[config.mk]
export PLATFORM = sky130hd
export DESIGN_NAME = button_debouncer
export DESIGN_NICKNAME = d
export VERILOG_FILES = /design/src/rtl/debounce_pkg.sv /design/src/rtl/sync_2ff.sv /design/src/rtl/button_debouncer.sv
export SDC_FILE = /design/constraint.sdc
export NUM_CORES = 1
export LEC_CHECK = 0
export BUFFER_PORTS_ARGS = -buffer_cell sky130_fd_sc_hd__buf_2
export CELL_PAD_IN_SITES_DETAIL_PLACEMENT = 1
export CELL_PAD_IN_SITES_GLOBAL_PLACEMENT = 1
export CORE_ASPECT_RATIO = 2
export CORE_UTILIZATION = 25
export DETAILED_ROUTE_END_ITERATION = 12
export GPL_TIMING_DRIVEN = 0
export PLACE_DENSITY_LB_ADDON = 0.1
export SYNTH_ARGS = -nofsm -noshare
export SYNTH_HDL_FRONTEND = slang
export SYNTH_SLANG_ARGS = --single-unit
[constraint.sdc]
create_clock -name clk -period 2 [get_ports clk]
set_input_delay 0.1 -clock clk [delete_from_list [all_inputs] [get_ports clk]]
set_output_delay 0.1 -clock clk [all_outputs]
set_load 0.02 [all_outputs]
[src/rtl/debounce_pkg.sv]
// Shared debounce definitions: FSM state encodings and small decode helpers.
// Bit 1 of every state encoding is the debounced output level, and bit 0
// differs from bit 1 exactly in the two qualifying (wait) states.
package debounce_pkg;

    typedef enum logic [1:0] {
        S_LOW       = 2'b00,
        S_WAIT_HIGH = 2'b01,
        S_HIGH      = 2'b11,
        S_WAIT_LOW  = 2'b10
    } state_t;

    // Debounced level carried by a state (its bit 1).
    function automatic logic state_level(input state_t s);
        return s[1];
    endfunction

    // True while a candidate level change is being qualified.
    function automatic logic state_busy(input state_t s);
        return s[1] ^ s[0];
    endfunction

endpackage

[src/rtl/sync_2ff.sv]
// Two-flop synchronizer for bringing an asynchronous level into the clk
// domain. Reusable by any input block; both flops clear on reset.
module sync_2ff (
    input  logic clk,
    input  logic reset,
    input  logic d,
    output logic q
);

    logic meta_d;
    logic meta_q;
    logic sync_d;
    logic sync_q;

    // Next values: the raw input enters the first stage, which feeds the second.
    always_comb begin
        meta_d = d;
        sync_d = meta_q;
    end

    // Synchronizer flops with synchronous clear.
    always_ff @(posedge clk) begin
        if (reset) begin
            meta_q <= 1'b0;
            sync_q <= 1'b0;
        end else begin
            meta_q <= meta_d;
            sync_q <= sync_d;
        end
    end

    assign q = sync_q;

endmodule

[src/rtl/button_debouncer.sv]
// Button debouncer: synchronizes a bouncing mechanical input and accepts a
// new level only after it has held for STABLE_CYCLES consecutive cycles.
// The output is decoded straight from the state register, so it is glitch
// free and can feed an edge-detecting single pulser directly.
module button_debouncer
    import debounce_pkg::*;
#(
    parameter int unsigned STABLE_CYCLES = 500000
) (
    input  logic clk,
    input  logic reset,
    input  logic signal_in,
    output logic signal_out,
    output logic busy
);

    localparam int unsigned CNT_W = $clog2(STABLE_CYCLES);
    localparam logic [CNT_W-1:0] CNT_LAST = CNT_W'(STABLE_CYCLES - 1);
    localparam logic [CNT_W-1:0] CNT_ONE  = CNT_W'(1);

    logic             s;
    state_t           state_d;
    state_t           state_q;
    logic [CNT_W-1:0] count_d;
    logic [CNT_W-1:0] count_q;

    sync_2ff u_sync (
        .clk   (clk),
        .reset (reset),
        .d     (signal_in),
        .q     (s)
    );

    // Next-state and counter logic; the counter only runs in wait states and
    // is cleared on every state change, so it can never pass CNT_LAST.
    always_comb begin
        state_d = state_q;
        count_d = '0;
        case (state_q)
            S_LOW: begin
                if (s) begin
                    state_d = S_WAIT_HIGH;
                end
            end
            S_WAIT_HIGH: begin
                if (!s) begin
                    state_d = S_LOW;
                end else if (count_q == CNT_LAST) begin
                    state_d = S_HIGH;
                end else begin
                    count_d = count_q + CNT_ONE;
                end
            end
            S_HIGH: begin
                if (!s) begin
                    state_d = S_WAIT_LOW;
                end
            end
            S_WAIT_LOW: begin
                if (s) begin
                    state_d = S_HIGH;
                end else if (count_q == CNT_LAST) begin
                    state_d = S_LOW;
                end else begin
                    count_d = count_q + CNT_ONE;
                end
            end
            default: begin
                state_d = S_LOW;
            end
        endcase
    end

    // State and counter registers; reset discards any partial qualification.
    always_ff @(posedge clk) begin
        if (reset) begin
            state_q <= S_LOW;
            count_q <= '0;
        end else begin
            state_q <= state_d;
            count_q <= count_d;
        end
    end

    assign signal_out = state_level(state_q);
    assign busy       = state_busy(state_q);

endmodule

# Word level (Yosys, flattened, before mapping)
# Index checks and enable logic that the tools add are counted.
dict set report totals {
  elab_cells 27
  input_bits 3
  output_inout_bits 2
  reg_bits 23
}
dict set report op_classes {
  n_reduce_logical 2
  add_sub_neg 1
  bitwise_logic 1
  mux 11
  n_eq_ne 8
}
# cell n
set ops {}
lappend ops {{$mux 19} 3}
lappend ops {{$pmux 19 s2} 1}
lappend ops {{$add 19x1->19 const B} 1}
lappend ops {{$eq 19x19->1 const B} 1}
lappend ops {{$mux 2} 6}
lappend ops {{$pmux 2 s4} 1}
lappend ops {{$eq 2x2->1 const B} 2}
lappend ops {{$reduce_and 4->1} 1}
lappend ops {{$ne 3x2->1 const B} 1}
lappend ops {{$ne 3x3->1 const B} 1}
lappend ops {{$eq 2x1->1 const B} 1}
lappend ops {{$logic_not 2->1} 1}
lappend ops {{$ne 2x1->1 const B} 1}
lappend ops {{$ne 2x2->1 const B} 1}
lappend ops {{$xor 1x1->1} 1}

# Longest topological paths before layout
dict set report logic_depth {
  ltp_word 4
  ltp_mapped 7
  depth_no_buf 6
}

# Modules after synthesis
# Synthesis repeated with hierarchy kept, for this count alone.
dict set report unflattened {
  cells_unflattened 130
  area_unflattened_um2 1183.6
}
# module seq_area_each_um2 n_inst area_per_inst_um2 cells_per_inst
set by_module_without_submodules {}
lappend by_module_without_submodules {button_debouncer 420.4 1 1131.1 126}
lappend by_module_without_submodules {sync_2ff 40.0 1 52.6 4}

# Least setup slack after synthesis
# No wires, ideal clock.
dict set report synth_timing {
  kind {register -> register}
  start {register state_q[1]}
  end {register count_q[13]}
  setup_ps 64
  required_time_ps 1936
  path_stages_with_launch 7
  arrival_ps 1690
  period_less_slack_ps 1754
  slack_ps 246
  n_path_buf 1
  cell_sequence {dfxtp_1 -> inv_1 -> ha_1 -> nor3b_2 -> o21ai_4 -> buf_4 -> nor2_1}
}
dict set report synth_between {
  elab_chain_len 2
  word_cells_on_any_way 3
  classes_between {eq/ne (2); mux (1)}
}
# element line_no
set synth_lines {}
lappend synth_lines {{from (decl)} button_debouncer.sv:23} ;# state_t state_q;
lappend synth_lines {{from (signal assigned)} button_debouncer.sv:80} ;# state_q <= state_d;
lappend synth_lines {{$eq 2x2->1 / $eq 2x1->1 (equally long branches)} button_debouncer.sv:39} ;# case (state_q)
lappend synth_lines {{$pmux 19 s2 (*)} button_debouncer.sv:39}
lappend synth_lines {{to (signal assigned)} button_debouncer.sv:81} ;# count_q <= count_d;
lappend synth_lines {{to (decl)} button_debouncer.sv:25} ;# logic [CNT_W-1:0] count_q;
# Every way passes the cells marked *; elsewhere a longest branch is shown, timed or not.
# A chain may end at the register's enable or synchronous reset.

# Final worst setup path
dict set report layout_timing {
  start {register count_q[0]}
  end {register state_q[1]}
}
dict set report layout_between {
  elab_chain_len 3
  word_cells_on_any_way 4
  classes_between {eq/ne (3); reduce/logical (1)}
}
# element line_no
set layout_lines {}
lappend layout_lines {{$eq 19x19->1 (*)} {button_debouncer.sv:48, button_debouncer.sv:62}}
lappend layout_lines {{$ne 3x3->1 (no line) / $ne 3x2->1 (equally long branches)} -}
lappend layout_lines {{$reduce_and 4->1 (no line) (*)} -}
# Marked as above.

==> flow_summary.json <==
{
  "outcome": "finished, final reports clean",
  "netlist_area_um2": 1150,
  "grt_use_total_pct": 12.6,
  "dieArea_um2": 4890,
  "grt_max_degree": 13,
  "relSlewSlack_pct": 74.8,
  "diodes": 0,
  "synth-seq-cells": 23,
  "skew_ns": 0.000993,
  "setup_tns_ns": 0,
  "p_comb_share_pct": 7.0,
  "postCtsHoldBufs": 0,
  "power_switching_mw": 0.185,
  "vias_per_cell": 4.81,
  "antenna_found_initial": 0,
  "drt_iter0_markers": 6,
  "tightest_slew_ns": 0.368,
  "arrival_ns": 1.94,
  "start_kind": "flop",
  "htree_levels": 1,
  "max_freq_ghz": 0.561,
  "die_y_um": 97.9,
  "route.vias.total": 894,
  "setup_violations": 0,
  "routed_wirelength_um": 2690,
  "setup_slack_ns": 0.217,
  "rsz0062_at_grt": "no",
  "swShare_pct": 22.7,
  "critPathRequiredTime_ns": 2.15,
  "syn_nets": 130,
  "insertion_delay_ns": 0.26,
  "syn_to_final_growth_pct": 13.5,
  "grt-ovfl-total": 0,
  "async_reset_ff_share_pct": 0,
  "power.internal_mw": 0.629,
  "crit_type": "reg2reg",
  "synth_edf_count": 0,
  "drive_above_1_share_pct": 15.9,
  "maxSlewViolCount": 0,
  "worst_setup_path_end_kind": "flop",
  "layout_commonest_cell": "dfxtp_1",
  "finalCritPeriodShare_pct": 89.1,
  "synthCells": 121,
  "grt_pass1_vias": 957,
  "dp_slack_ns": 0.0933,
  "die_w_um": 49.9,
  "dp_hpwl_um": 2070,
  "fin_nets": 142,
  "p_seq_share_pct": 57.7,
  "cellPowerDensity_nw_per_um2": 624,
  "grt_pass1_wl_um": 4610,
  "yosys_warnings": 0,
  "gp_congestion": 0.671,
  "clkSlewWorstSetupHoldPaths_ns": 0.08,
  "synthFlopType": "dfxtp_1",
  "yosysSeqAreaShare_pct": 40.1,
  "pin_count": 5,
  "initial_core_util_pct": 26.2,
  "numPortBuffers": 4,
  "cap_violations": 0,
  "syn_avg_cell_area_um2": 9.49,
  "drcViolationCount": 0,
  "cts_buffer_depth": 2,
  "root_buffer": "clkbuf_8",
  "leakage_nw": 0.433,
  "hold_viol": 0,
  "cts_made_buffers": 3,
  "clock-sinks": 23,
  "drtAntennaViolNets": 0,
  "final.min_clock_period_ns": 1.78,
  "ir_drop_v": 0.000354,
  "synth_cell_type_count": 35,
  "rows": 34,
  "cts_tree": "built",
  "clkPwrFrac_pct": 35.3,
  "wl_per_cell_um": 14.5,
  "hold_class": "in2reg",
  "layout_common_cells": "23 x dfxtp_1, 16 x nor2_1, 8 x xor2_1",
  "cp_max_fo": 8,
  "drtPass1Iterations": 4,
  "core_area_um2": 4380
}
[sequential cells by signal (all words and copies together) (netlist names)]
signal	cells
count_q	19
u_sync.meta_q	1
state_q	2
u_sync.q	1
[power groups by stage]
stage	sequential [mW]	combinational [mW]	clock [mW]
3_5_place_dp	0.482	0.0563	0
5_1_grt	0.472	0.0640	0.328
6_report	0.470	0.0567	0.287
3_3_place_gp	0.481	0.0542	0
4_1_cts	0.471	0.0564	0.312
2_1_floorplan	0.478	0.0408	0
[per-layer routing]
| layer | track usage [%] | wire [µm] |
|---|---|---|
| met1 | 12.5 | 1030 |
| met2 | 24.3 | 1610 |
| met3 | 1.40 | 24 |
| met4 | 5.93 | 31 |
| met5 | 0 | 0 |
[timing repair]
| action | 4_1_cts | 5_1_grt |
|---|---|---|
| endpoints found under the setup margin | 0 | 10 |
| gates resized for setup | 0 | 0 |
| buffers inserted | 0 | 3 |
| hold endpoints to repair | 0 | 0 |
[kinds of logic after synthesis]
group | count (synthesis) | share of synthesized area (%)
XOR/XNOR | 13 | 9.91
AND/OR/NAND/NOR | 55 | 29.0
buffers and inverters | 6 | 2.94
multiplexers | 2 | 1.74
flip-flops | 23 | 40.1
AO/OA/AOI/OAI | 16 | 9.80
adder cells (fa/ha/maj) | 6 | 6.54
[area by class of cell]
class	instances	area [µm²]
fillers	532	3080
multi-input cells	92	654
flip-flops and latches	23	460
well taps	54	67.6
clock buffers	4	45.0
repair buffers	7	42.5
plain buffers	3	22.5
inverters	3	11.3
[per-stage QoR]
| step | hold WS, ns | utilization, % | instances | area [µm²] | power, mW |
|---|---|---|---|---|---|
| 2_1_floorplan | 0.172 | - | 121 | 1150 | 0.519 |
| 3_3_place_gp | 0.309 | 28.2 | 179 | 1240 | 0.535 |
| 3_5_place_dp | 0.316 | 28.2 | 179 | 1240 | 0.538 |
| 4_1_cts | 0.0395 | 29.2 | 183 | 1280 | 0.839 |
| 5_1_grt | 0.0382 | 29.8 | 186 | 1300 | 0.864 |
| 6_report | 0.0476 | 29.8 | 186 | 1300 | 0.814 |
[cell usage after synthesis, drive strengths merged (4+ instances only)]
library cell | number | area share [%]
dfxtp | 23 | 40
nor2 | 16 | 5.2
xor2 | 8 | 6.1
a21oi | 6 | 2.9
ha | 6 | 6.5
nand2 | 6 | 2.0
nand3 | 6 | 3.0
nand4 | 6 | 5.1
xnor2 | 5 | 3.8
o21ai | 4 | 2.7
[critical path: stages (launching register included)]
cell,delay (ns)
dfxtp_1,0.34
ha_1,0.24
and4_1,0.20
buf_4,0.17
a41o_1,0.28
and3_1,0.17
o31ai_1,0.27
[worst paths after layout]
check                            from                       end  slack (ns)  cells past startpoint
max             count_q[0]$_SDFF_PP0_   state_q[1]$_SDFFE_PP0P_        0.22                      6
min                         signal_in  u_sync.meta_q$_SDFF_PP0_        0.05                      2
max reg2reg     count_q[0]$_SDFF_PP0_   state_q[1]$_SDFFE_PP0P_        0.22                      6
min reg2reg  u_sync.meta_q$_SDFF_PP0_       u_sync.q$_SDFF_PP0_        0.45                      1
Power figures use the tool's default switching activity.
